### src/rtl/led_seq_ctrl.sv
// led_seq_ctrl: eight-LED pattern sequencer with four modes (FILL, CHASE,
// BLINK, OFF). A DIV_W-bit prescaler, shortened by the 2-bit rate select,
// produces step strobes; each strobe advances the pattern step. LED outputs
// are active-low. mode_next cycles the mode at any time and restarts the
// pattern at step 0.
// Optional build macro: LED_SEQ_BOUNCE_EN turns CHASE into a 14-step ping-pong.
module led_seq_ctrl #(
  parameter int unsigned DIV_W = 22
) (
  input  logic       clk,
  input  logic       rst,
  input  logic       en,
  input  logic       mode_next,
  input  logic [1:0] rate,
  output logic [7:0] led,
  output logic [1:0] mode,
  output logic       tick
);

  typedef enum logic [1:0] {
    S_FILL  = 2'd0,
    S_CHASE = 2'd1,
    S_BLINK = 2'd2,
    S_OFF   = 2'd3
  } mode_t;

  mode_t            r_mode;
  mode_t            w_mode_nxt;
  logic [DIV_W-1:0] r_cnt;
  logic [DIV_W-1:0] w_cnt_nxt;
  logic [DIV_W-1:0] w_mask;
  logic [3:0]       r_step;
  logic [3:0]       w_step_nxt;
  logic [3:0]       w_step_adv;
  logic [7:0]       r_led;
  logic [7:0]       w_led_nxt;
  logic             r_tick;
  logic             w_tick_nxt;
  logic             w_strobe;
`ifdef LED_SEQ_BOUNCE_EN
  // 0 = counting up, 1 = counting down
  logic             r_dir;
  logic             w_dir_nxt;
  logic             w_dir_adv;
`endif

  // Active-low LED pattern for a given mode and step.
  function automatic logic [7:0] f_led(input mode_t m, input logic [3:0] s);
    logic [7:0] lit;
    lit = '0;
    case (m)
      S_FILL: begin
        if (!s[3]) lit = 8'hFF >> (3'd7 - s[2:0]);  // bits 0..k
        else       lit = 8'hFF << s[2:0];           // bits (k-8)..7
      end
      S_CHASE: lit = 8'h01 << s[2:0];
      S_BLINK: lit = s[0] ? 8'h00 : 8'hFF;
      default: lit = '0;
    endcase
    return ~lit;
  endfunction

  // Strobe when the low DIV_W-rate prescaler bits are all ones; OFF never steps.
  always_comb begin
    w_mask   = {DIV_W{1'b1}} >> rate;
    w_strobe = en && (r_mode != S_OFF) && ((r_cnt & w_mask) == w_mask);
  end

  // Mode FSM next state: mode_next steps through the four modes, ignoring en.
  always_comb begin
    w_mode_nxt = r_mode;
    if (mode_next) begin
      case (r_mode)
        S_FILL:  w_mode_nxt = S_CHASE;
        S_CHASE: w_mode_nxt = S_BLINK;
        S_BLINK: w_mode_nxt = S_OFF;
        default: w_mode_nxt = S_FILL;
      endcase
    end
  end

  // Step value after a strobe, wrapping at the current mode's cycle length.
  always_comb begin
    w_step_adv = r_step;
`ifdef LED_SEQ_BOUNCE_EN
    w_dir_adv  = r_dir;
`endif
    case (r_mode)
      S_FILL:  w_step_adv = r_step + 4'd1;
      S_CHASE: begin
`ifdef LED_SEQ_BOUNCE_EN
        // Turn around at each end so the ends are shown once per pass.
        if (!r_dir) begin
          if (r_step[2:0] == 3'd7) begin
            w_step_adv = 4'd6;
            w_dir_adv  = 1'b1;
          end else begin
            w_step_adv = {1'b0, r_step[2:0] + 3'd1};
          end
        end else begin
          if (r_step[2:0] == 3'd1) begin
            w_step_adv = 4'd0;
            w_dir_adv  = 1'b0;
          end else begin
            w_step_adv = {1'b0, r_step[2:0] - 3'd1};
          end
        end
`else
        w_step_adv = {1'b0, r_step[2:0] + 3'd1};
`endif
      end
      S_BLINK: w_step_adv = {3'b000, ~r_step[0]};
      default: w_step_adv = '0;
    endcase
  end

  // Datapath next state: mode_next beats a coincident strobe; en=0 freezes.
  always_comb begin
    w_cnt_nxt  = r_cnt;
    w_step_nxt = r_step;
    w_led_nxt  = r_led;
    w_tick_nxt = 1'b0;
`ifdef LED_SEQ_BOUNCE_EN
    w_dir_nxt  = r_dir;
`endif
    if (mode_next) begin
      w_cnt_nxt  = '0;
      w_step_nxt = '0;
      w_led_nxt  = f_led(w_mode_nxt, 4'd0);
`ifdef LED_SEQ_BOUNCE_EN
      w_dir_nxt  = 1'b0;
`endif
    end else if (w_strobe) begin
      w_cnt_nxt  = '0;
      w_step_nxt = w_step_adv;
      w_led_nxt  = f_led(r_mode, w_step_adv);
      w_tick_nxt = 1'b1;
`ifdef LED_SEQ_BOUNCE_EN
      w_dir_nxt  = w_dir_adv;
`endif
    end else if (en && (r_mode != S_OFF)) begin
      w_cnt_nxt = r_cnt + DIV_W'(1);
    end
  end

  // Mode state register.
  always_ff @(posedge clk) begin
    if (rst) r_mode <= S_FILL;
    else     r_mode <= w_mode_nxt;
  end

  // Prescaler, step, LED and tick registers.
  always_ff @(posedge clk) begin
    if (rst) begin
      r_cnt  <= '0;
      r_step <= '0;
      r_led  <= 8'hFE;
      r_tick <= 1'b0;
`ifdef LED_SEQ_BOUNCE_EN
      r_dir  <= 1'b0;
`endif
    end else begin
      r_cnt  <= w_cnt_nxt;
      r_step <= w_step_nxt;
      r_led  <= w_led_nxt;
      r_tick <= w_tick_nxt;
`ifdef LED_SEQ_BOUNCE_EN
      r_dir  <= w_dir_nxt;
`endif
    end
  end

  assign led  = r_led;
  assign mode = r_mode;
  assign tick = r_tick;

endmodule

### config.mk
export PLATFORM = sky130hd
export DESIGN_NAME = led_seq_ctrl
export DESIGN_NICKNAME = d
export VERILOG_FILES = /design/src/rtl/led_seq_ctrl.sv
export SDC_FILE = /design/constraint.sdc
export NUM_CORES = 1
export LEC_CHECK = 0
export ABC_AREA = 1
export CAP_MARGIN = 20
export CORE_MARGIN = 2
export CORE_UTILIZATION = 56
export DETAILED_ROUTE_END_ITERATION = 8
export MAX_ROUTING_LAYER = met4
export PLACE_DENSITY_LB_ADDON = 0.05
export SETUP_SLACK_MARGIN = 0.3
export SLEW_MARGIN = 20
export SYNTH_ARGS = -nofsm -noshare
export SYNTH_HDL_FRONTEND = slang
export SYNTH_SLANG_ARGS = --single-unit
### constraint.sdc
create_clock -name clk -period 1.9 [get_ports clk]
set_input_delay 0.285 -clock clk [delete_from_list [all_inputs] [get_ports clk]]
set_output_delay 0.285 -clock clk [all_outputs]
set_load 0.05 [all_outputs]
# Word-level counts from Yosys, hierarchy flattened
# Index checks and enable logic that the tools add are counted.
dict set report word_totals {
  register_bits 37
  out_inout_bits 11
  word_cells 44
}
dict set report classes {
  add_sub_neg 4
  bitwise 4
  n_reduce_logical 8
  n_shift 4
  n_eq_ne 6
  mux 13
}
# cell n
set op_table {}
lappend op_table {{8-bit two-way mux} 7}
lappend op_table {{8-bit one-hot mux with 3 select lines} 1}
lappend op_table {{22-bit by 1-bit adder with 22-bit output (second input constant)} 1}
lappend op_table {{22-bit AND} 1}
lappend op_table {{22-bit == test} 1}
lappend op_table {{22-bit by 2-bit right shift with 22-bit output (first input constant)} 1}
lappend op_table {{8-bit NOT} 2}
lappend op_table {{8-bit one-hot mux with 2 select lines} 1}
lappend op_table {{4-bit one-hot mux with 3 select lines} 1}
lappend op_table {{1-bit by 3-bit << shifter with 8-bit output (first input constant)} 1}
lappend op_table {{8-bit by 3-bit << shifter with 8-bit output (first input constant)} 1}
lappend op_table {{8-bit by 3-bit right shift with 8-bit output (first input constant)} 1}
lappend op_table {{2-bit one-hot mux with 3 select lines} 1}
lappend op_table {{4-bit by 1-bit adder with 4-bit output (second input constant)} 1}
lappend op_table {{2-bit by 1-bit == test with 1-bit output (second input constant)} 2}
lappend op_table {{2-bit == test (second input constant)} 2}
lappend op_table {{2-bit zero test} 2}
lappend op_table {{2-bit OR reduction} 2}
lappend op_table {{3-bit by 1-bit adder with 3-bit output (second input constant)} 1}
lappend op_table {{3-bit OR reduction} 1}
lappend op_table {{3-bit subtractor (first input constant)} 1}
lappend op_table {{1-bit logical AND} 2}
lappend op_table {{2-bit two-way mux} 1}
lappend op_table {{2-bit inequality test (second input constant)} 1}
lappend op_table {{other kinds (3)} 3}

# Logic depth before layout (Yosys ltp)
# Gate-level depths: netlist (run 1).
dict set report depth {
  ltp_word 11
  depth_mapped 13
}

# Worst setup path before layout (run 1)
# Ideal clock, no wire load.
dict set report synth_timing {
  path_kind {register to register}
  startpoint {register r_mode[0] (netlist: mode[0])}
  endpoint {register r_led[0] (netlist: led[0])}
  path_stages_with_launch 13
  t_arrival_ns 1.901
  t_required_ns 1.786
  setup_slack_ns -0.115
  path_cell_list {dfxtp_1 -> inv_1 -> ha_1 -> inv_1 -> nand2_1 -> nand2_1 -> nor2_4 -> nor3_1 -> o21ai_0 -> nand2_1 -> nand2_1 -> nand2_1 -> nand2_1}
}
dict set report synth_between {
  elab_chain_cells 11
  word_cells_on_any_way 29
}
# item line
set synth_rtl {}
lappend synth_rtl {{from (decl)} 27} ;# mode_t r_mode;
lappend synth_rtl {{from (signal assigned)} 149} ;# else r_mode <= w_mode_nxt;
lappend synth_rtl {{2-bit == test, or another cell as far along} {51, 73, 88}}
lappend synth_rtl {{4-bit one-hot mux with 3 select lines} 88} ;# case (r_mode)
lappend synth_rtl {{3-bit subtractor} 53} ;# if (!s[3]) lit = 8'hFF >> (3'd7 - s[2:0]);
lappend synth_rtl {{8-bit by 3-bit right shift with 8-bit output} 53}
lappend synth_rtl {{8-bit two-way mux} 53}
lappend synth_rtl {{8-bit one-hot mux with 3 select lines} 51} ;# case (m)
lappend synth_rtl {{8-bit two-way mux} 133} ;# end else if (w_strobe) begin
lappend synth_rtl {{8-bit two-way mux} 126} ;# if (mode_next) begin
lappend synth_rtl {{8-bit NOT} 60} ;# return ~lit;
lappend synth_rtl {{8-bit two-way mux} 133}
lappend synth_rtl {{8-bit two-way mux} 126}
lappend synth_rtl {{to (signal assigned)} 165} ;# r_led <= w_led_nxt;
lappend synth_rtl {{to (decl)} 35} ;# logic [7:0] r_led;
# Several ways; a longest one is shown, not always the timed one. The select of a mux whose other input is x is not followed.
# A chain may end at the register's enable or synchronous reset.

# Worst setup path in the final report (run 1)
dict set report layout_timing {
  startpoint {register r_mode[1] (netlist: mode[1])}
  endpoint {register r_led[5] (netlist: led[5])}
}
# Same word-level chain as after synthesis.

==> results.toml, run 1 <==
[status]
status = "complete, no violations"

[timing]
fin_crit_ns = 1.78
skew_ns = 0.00666
rsz0062_at_grt = "yes"
finalHoldViolations = 0
slew_violations = 0
finalCritPeriodShare_pct = 93.9
max_clock_freq_mhz = 560
worst_pin_slew_ns = 0.585
setup_tns_ns = 0
relSlewSlack_pct = 60.8
setup_viol = 0

[synthesis]
postSynthNetCount = 345
synth_cells = 332
synth.avg_cell_area_um2 = 6.67
synth_area_um2 = 2220
ys.flop_type = "dfxtp_1"
yosys.area.top_type = "dfxtp_1"
synth_area_leaders = "dfxtp_1, nand2_1, nor2_1"
yosysSeqAreaShare_pct = 33.4
yosys_warnings = 0
synthArstFlopShare_pct = 0
synth_top_area_share_pct = 33.4
ys_types = 33
ys_seq_elements = 37
synth-edff-count = 0

[placement]
io_buffers = 16
postPlaceCellArea_um2 = 2570
gp_congestion = 0.891
dpl.hpwl_um = 3900

[die]
fp.dieW_um = 66.9
dieArea_um2 = 4480
die_h_um = 66.9
io-pin-count = 17
start_util_pct = 59.2
row_count = 22
coreArea_um2 = 3740

[critical_path]
critPathCaptureType = "flop"
startpoint_type = "flop"
critPathRequiredTime_ns = 2.10
critPathArrivalTime_ns = 1.98
worstRegToRegCells = 14
r2r_end = "led[5]"
cp_max_fo = 4
crit_type = "reg -> reg"
rr_startpoint = "mode[1]"
rrSetupSlack_ns = 0.12

[clock_network]
htree_levels = 2
clk_pin_slew_ns = 0.07
ctsLongestPathBuffers = 2
cts_root_buffer = "clkbuf_8"
cts_hold_buf = 0
clkSinkCount = 37
cts_tree = "done"
clock_latency_ns = 0.30
cts_buffers = 5

[drt]
vias_per_cell = 5.73
antenna_left = 0
avgRoutedWirePerCell_um = 17.5
drt_iter0_drc = 320
wl_um = 7900
vias = 2583
route.detailed.drc = 0
drtPass1Iterations = 5

[finish]
final_area_um2 = 3350
n_antenna_cell = 0
final_cell_mix = "nand2_1, buf_4, nor2_1, dfxtp_1, inv_1"
nets = 415
area.growth.synth_to_final_pct = 51.3
drive_gt1_share_pct = 36.0
layout_commonest_cell = "nand2_1"

[pwr]
peakVddDrop_mv = 0.567
powerDensity_nw_per_um2 = 523
p_leak_nw = 1.37

[run]
maxCapViolations = 0

[grt]
antenna_found_initial = 0
grt_max_degree = 13
grtUsageTotal_pct = 31.4
grt_pass1_wl_um = 10100
grt_pass1_vias = 2219
gr-total-overflow = 0

[min_path]
min_path_type = "reg -> reg"
min_delay_worst_endpoint = "led[0]"
hold_depth = 2
hp-start = "led[0]"
critical path: stages, from the launching register on:
cell and delay, ns:
dfxtp_4 0.38, inv_6 0.09, ha_4 0.18, inv_4 0.06, nand2_4 0.09, nand2_4 0.05
nor2_4 0.13, buf_6 0.12, nand2_2 0.05, nand2_1 0.07, nand3_1 0.09, nand2_1 0.12
nand2_1 0.09, nand2_1 0.09, a21oi_2 0.06
sequential cells by signal, summed over array words and instances (netlist names):
signal	count
r_cnt	22
led	8
r_step	4
mode	2
tick	1
routing by layer:
metal	track usage (%)	part of all wire, %	vias to the layer above	routed length, um
li1	-	-	1211	-
met1	37.3	39	1160	3060
met2	49.6	47	157	3680
met3	8.78	8.5	55	671
met4	13.5	6.3	0	496
met5	-	0	-	0
power breakdown:
group | total, mW | switching (mW) | internal (mW)
registers | 0.803 | 0.0151 | 0.788
clock network | 0.581 | 0.286 | 0.295
logic | 0.369 | 0.218 | 0.151
cell usage after synthesis (4+ instances only):
cell     instances
a21oi_1         18
dfxtp_1         37
ha_1             7
inv_1           32
nand2_1        100
nand3_1         22
nand4_1          7
nor2_1          47
nor3_1           5
o21ai_0          5
or2_0            6
xnor2_1          4
xor2_1           4
repair_timing:
| action | 4_1_cts | 5_1_grt |
|---|---|---|
| endpoints found under the hold margin | 0 | 0 |
| endpoints found under the setup margin | 45 | 36 |
| pin swaps | 23 | 22 |
| gates resized for setup | 67 | 63 |
| cloned | 0 | 1 |
| setup buffers | 24 | 9 |
how the worst max path moves through the flow:
stage	end	start	cells after the start
floorplan	r_step[1]	r_cnt[0]	10
CTS	mode[0]	mode[0]	2
global placement	led[7]	en	9
global route	led[5]	mode[0]	12
detailed placement	r_cnt[20]	en	8
finish	led[5]	mode[1]	14
cells by family (layout without fill, tap and decap cells):
kind of cell / Yosys count / count (layout) / share of synthesized area [%]
and+or+nand+nor: 205 / 205 / 42.2
DFF: 37 / 37 / 33.4
buffers and inverters: 40 / 111 / 8.02
AOI/OAI and AO/OA: 35 / 35 / 9.26
xor gates and xnor gates: 8 / 8 / 3.16
adders and majority gates: 7 / 7 / 3.95
metrics by stage:
step           setup slack (ns)  util (%)  power, mW  hold WS [ns]  cells
5_1_grt                  0.0439      89.6       1.81         0.508    451
4_1_cts                   0.232      81.1       1.69         0.476    441
2_1_floorplan             0.301         -      0.973         0.344    332
3_5_place_dp            -0.0140      68.6       1.05         0.468    409
3_3_place_gp             0.0330      68.6       1.05         0.465    409
6_report                  0.115      89.6       1.75         0.476    451
area by class of cell:
class / instances / area [um^2]
Clock inverter: 1 / 7.51
Inverter: 35 / 149
Multi-Input combinational cell: 255 / 1670
Tap cell: 48 / 60.1
Timing Repair Buffer: 68 / 627
Clock buffer: 7 / 86.3
Fill cell: 181 / 390
Sequential cell: 37 / 756
No activity file was read; power rests on OpenSTA's default activity.
==> run 2, diff against run 1 <==
- CORE_UTILIZATION: 56 -> 58
==> run 2 against run 1 <==
  * Core utilization is 5.0 points lower
  * Critical path depth shrank 7
  * Clock skew is 0.0020 ns higher
  * Critical path type unchanged
  * Largest power group unchanged
==> results.toml, run 2 (synthesis gave the netlist of run 1 again) <==
[status]
status = "complete, no violations"

[drt]
vias = 2435
met1_length_um = 2520
top_layer_used = "met4"
antenna_left = 0
route.met3.wl_um = 352
route.detailed.drc = 0
dr_wl_met2_um = 3250
wl_um = 6380
avgRoutedWirePerCell_um = 14.7
drtPass1Iterations = 6
vias_per_cell = 5.62
drt_iter0_drc = 274

[finish]
area.growth.synth_to_final_pct = 39.7
final_cell_mix = "nand2_1, nor2_1, dfxtp_1, inv_1, buf_4"
drive_gt1_share_pct = 28.6
nets = 397
regMostFlops = "r_cnt"
layout_commonest_cell = "nand2_1"
largest_reg_flops = 22
n_antenna_cell = 0
seqCellArea_um2 = 753
multi_input_area_um2 = 1580
n_fill_cell = 225

[timing]
fin_ws_ns = 0.220
rsz0062_at_grt = "yes"
relSlewSlack_pct = 67.2
slew_violations = 0
finalHoldViolations = 0
worst_pin_slew_ns = 0.494
setup_viol = 0
fin_crit_ns = 1.68
skew_ns = 0.00865
setup_tns_ns = 0
finalCritPeriodShare_pct = 88.4
max_clock_freq_mhz = 595

[grt]
antenna_found_initial = 0
grt_pass1_wl_um = 9200
grt_pass1_vias = 2180
gr-total-overflow = 0
grtUsageTotal_pct = 28.4
grt_max_degree = 13

[pwr]
total_power_mw = 1.70
pwr-share-seq_pct = 47.4
switchingPower_mw = 0.485
comb_power_share_pct = 18.7
powerDensity_nw_per_um2 = 549
p_int_mw = 1.21
peakVddDrop_mv = 0.400
p_sw_share_pct = 28.6
pwr-share-clk_pct = 33.9
p_leak_nw = 1.28

[clock_network]
cts_tree = "done"
clock_latency_ns = 0.29
ctsLongestPathBuffers = 2
cts_root_buffer = "clkbuf_8"
htree_levels = 2
cts_buffers = 5
clkSinkCount = 37
clk_pin_slew_ns = 0.07
cts_hold_buf = 0

[min_path]
hold_depth = 2
min_path_type = "reg -> reg"
hp-start = "led[0]"
min_delay_worst_endpoint = "led[0]"

[critical_path]
rrSetupSlack_ns = 0.22
critPathSlowestCell = "dfxtp_4"
worstRegToRegCells = 7
cpPeakStageDelay_ns = 0.39
path_cells = "ha_4, nor2_4, nand3b_4, nor2_4, nand4_1, or2_0, a21oi_1"
cpMostUsedCell = "nor2_4"
r2r_end = "r_cnt[11]"
rr_startpoint = "mode[0]"
critPathCaptureType = "flop"
critPathRequiredTime_ns = 2.12
critPathArrivalTime_ns = 1.90
startpoint_type = "flop"
crit_type = "reg -> reg"
cp_max_fo = 5

[die]
io-pin-count = 17
coreArea_um2 = 3660
row_count = 22
fp.dieW_um = 65.8
die_h_um = 65.8
start_util_pct = 60.5
dieArea_um2 = 4330

[placement]
gp_congestion = 0.969
io_buffers = 16
dpl.hpwl_um = 3770
dp_slack_ns = 0.0399

[run]
maxCapViolations = 0
## run 2: cell count changes in the layout (fill, tap and decap cells not counted), sizes merged
cell and change:
buf -19, clkinvlp -1, dlygate4sd2 +1, nor2 +1
## run 2: cell type report
type | instances | share of cell area [%]
clock buffers | 8 | 2.91
inverters | 35 | 4.81
multi-input cells | 256 | 50.9
flip-flops and latches | 37 | 24.3
well taps | 48 | 1.94
repair buffers | 49 | 15.1
## run 2: how the worst max path moves through the flow
stage / startpoint / end / slack (ns) / depth (start not counted)
floorplan: r_cnt[0] / r_step[1] / 0.30 / 10
global placement: rate[1] / r_step[3] / 0.07 / 9
detailed placement: en / r_cnt[20] / 0.04 / 8
CTS: mode[0] / led[5] / 0.26 / 13
global route: mode[0] / led[4] / 0.12 / 12
finish: mode[0] / r_cnt[11] / 0.22 / 7
## run 2: critical path: cells and delay by family, from the launching register on
kind | cells | cell delay (ns)
compound gates | 1 | 0.15
flops | 1 | 0.39
fa+ha+maj | 1 | 0.20
simple gates | 5 | 0.87
## run 2: repair_timing
action	4_1_cts	5_1_grt
gates cloned	2	1
gates resized for setup	40	46
setup endpoints to repair	44	35
buffers inserted	5	12
pin swaps	5	16
## run 2: metrics by stage
step	instance area [um^2]	utilization, %	hold WS, ns	instances
6_report	3100	84.6	0.471	433
5_1_grt	3100	84.6	0.511	433
4_1_cts	2820	77.1	0.471	420
3_5_place_dp	2550	69.7	0.461	405
3_3_place_gp	2550	69.7	0.463	405
2_1_floorplan	2260	-	0.344	332
## run 2: metal layers
metal / vias up / global-route usage (%)
li1: 1166 / -
met3: 30 / 4.60
met2: 103 / 48.1
met5: - / -
met1: 1136 / 31.4
met4: 0 / 16.9
## run 2: power by group through the flow
stage / registers, mW / clock network [mW] / logic [mW]
3_5_place_dp: 0.819 / 0 / 0.230
4_1_cts: 0.803 / 0.573 / 0.264
5_1_grt: 0.806 / 0.607 / 0.339
2_1_floorplan: 0.863 / 0 / 0.110
6_report: 0.804 / 0.576 / 0.317
3_3_place_gp: 0.819 / 0 / 0.228
==> run 3, diff against run 2 <==
- SLEW_MARGIN: 20 -> 10
==> results of run 3 <==
Final layout, timing and power as in run 2 (identical DEF).
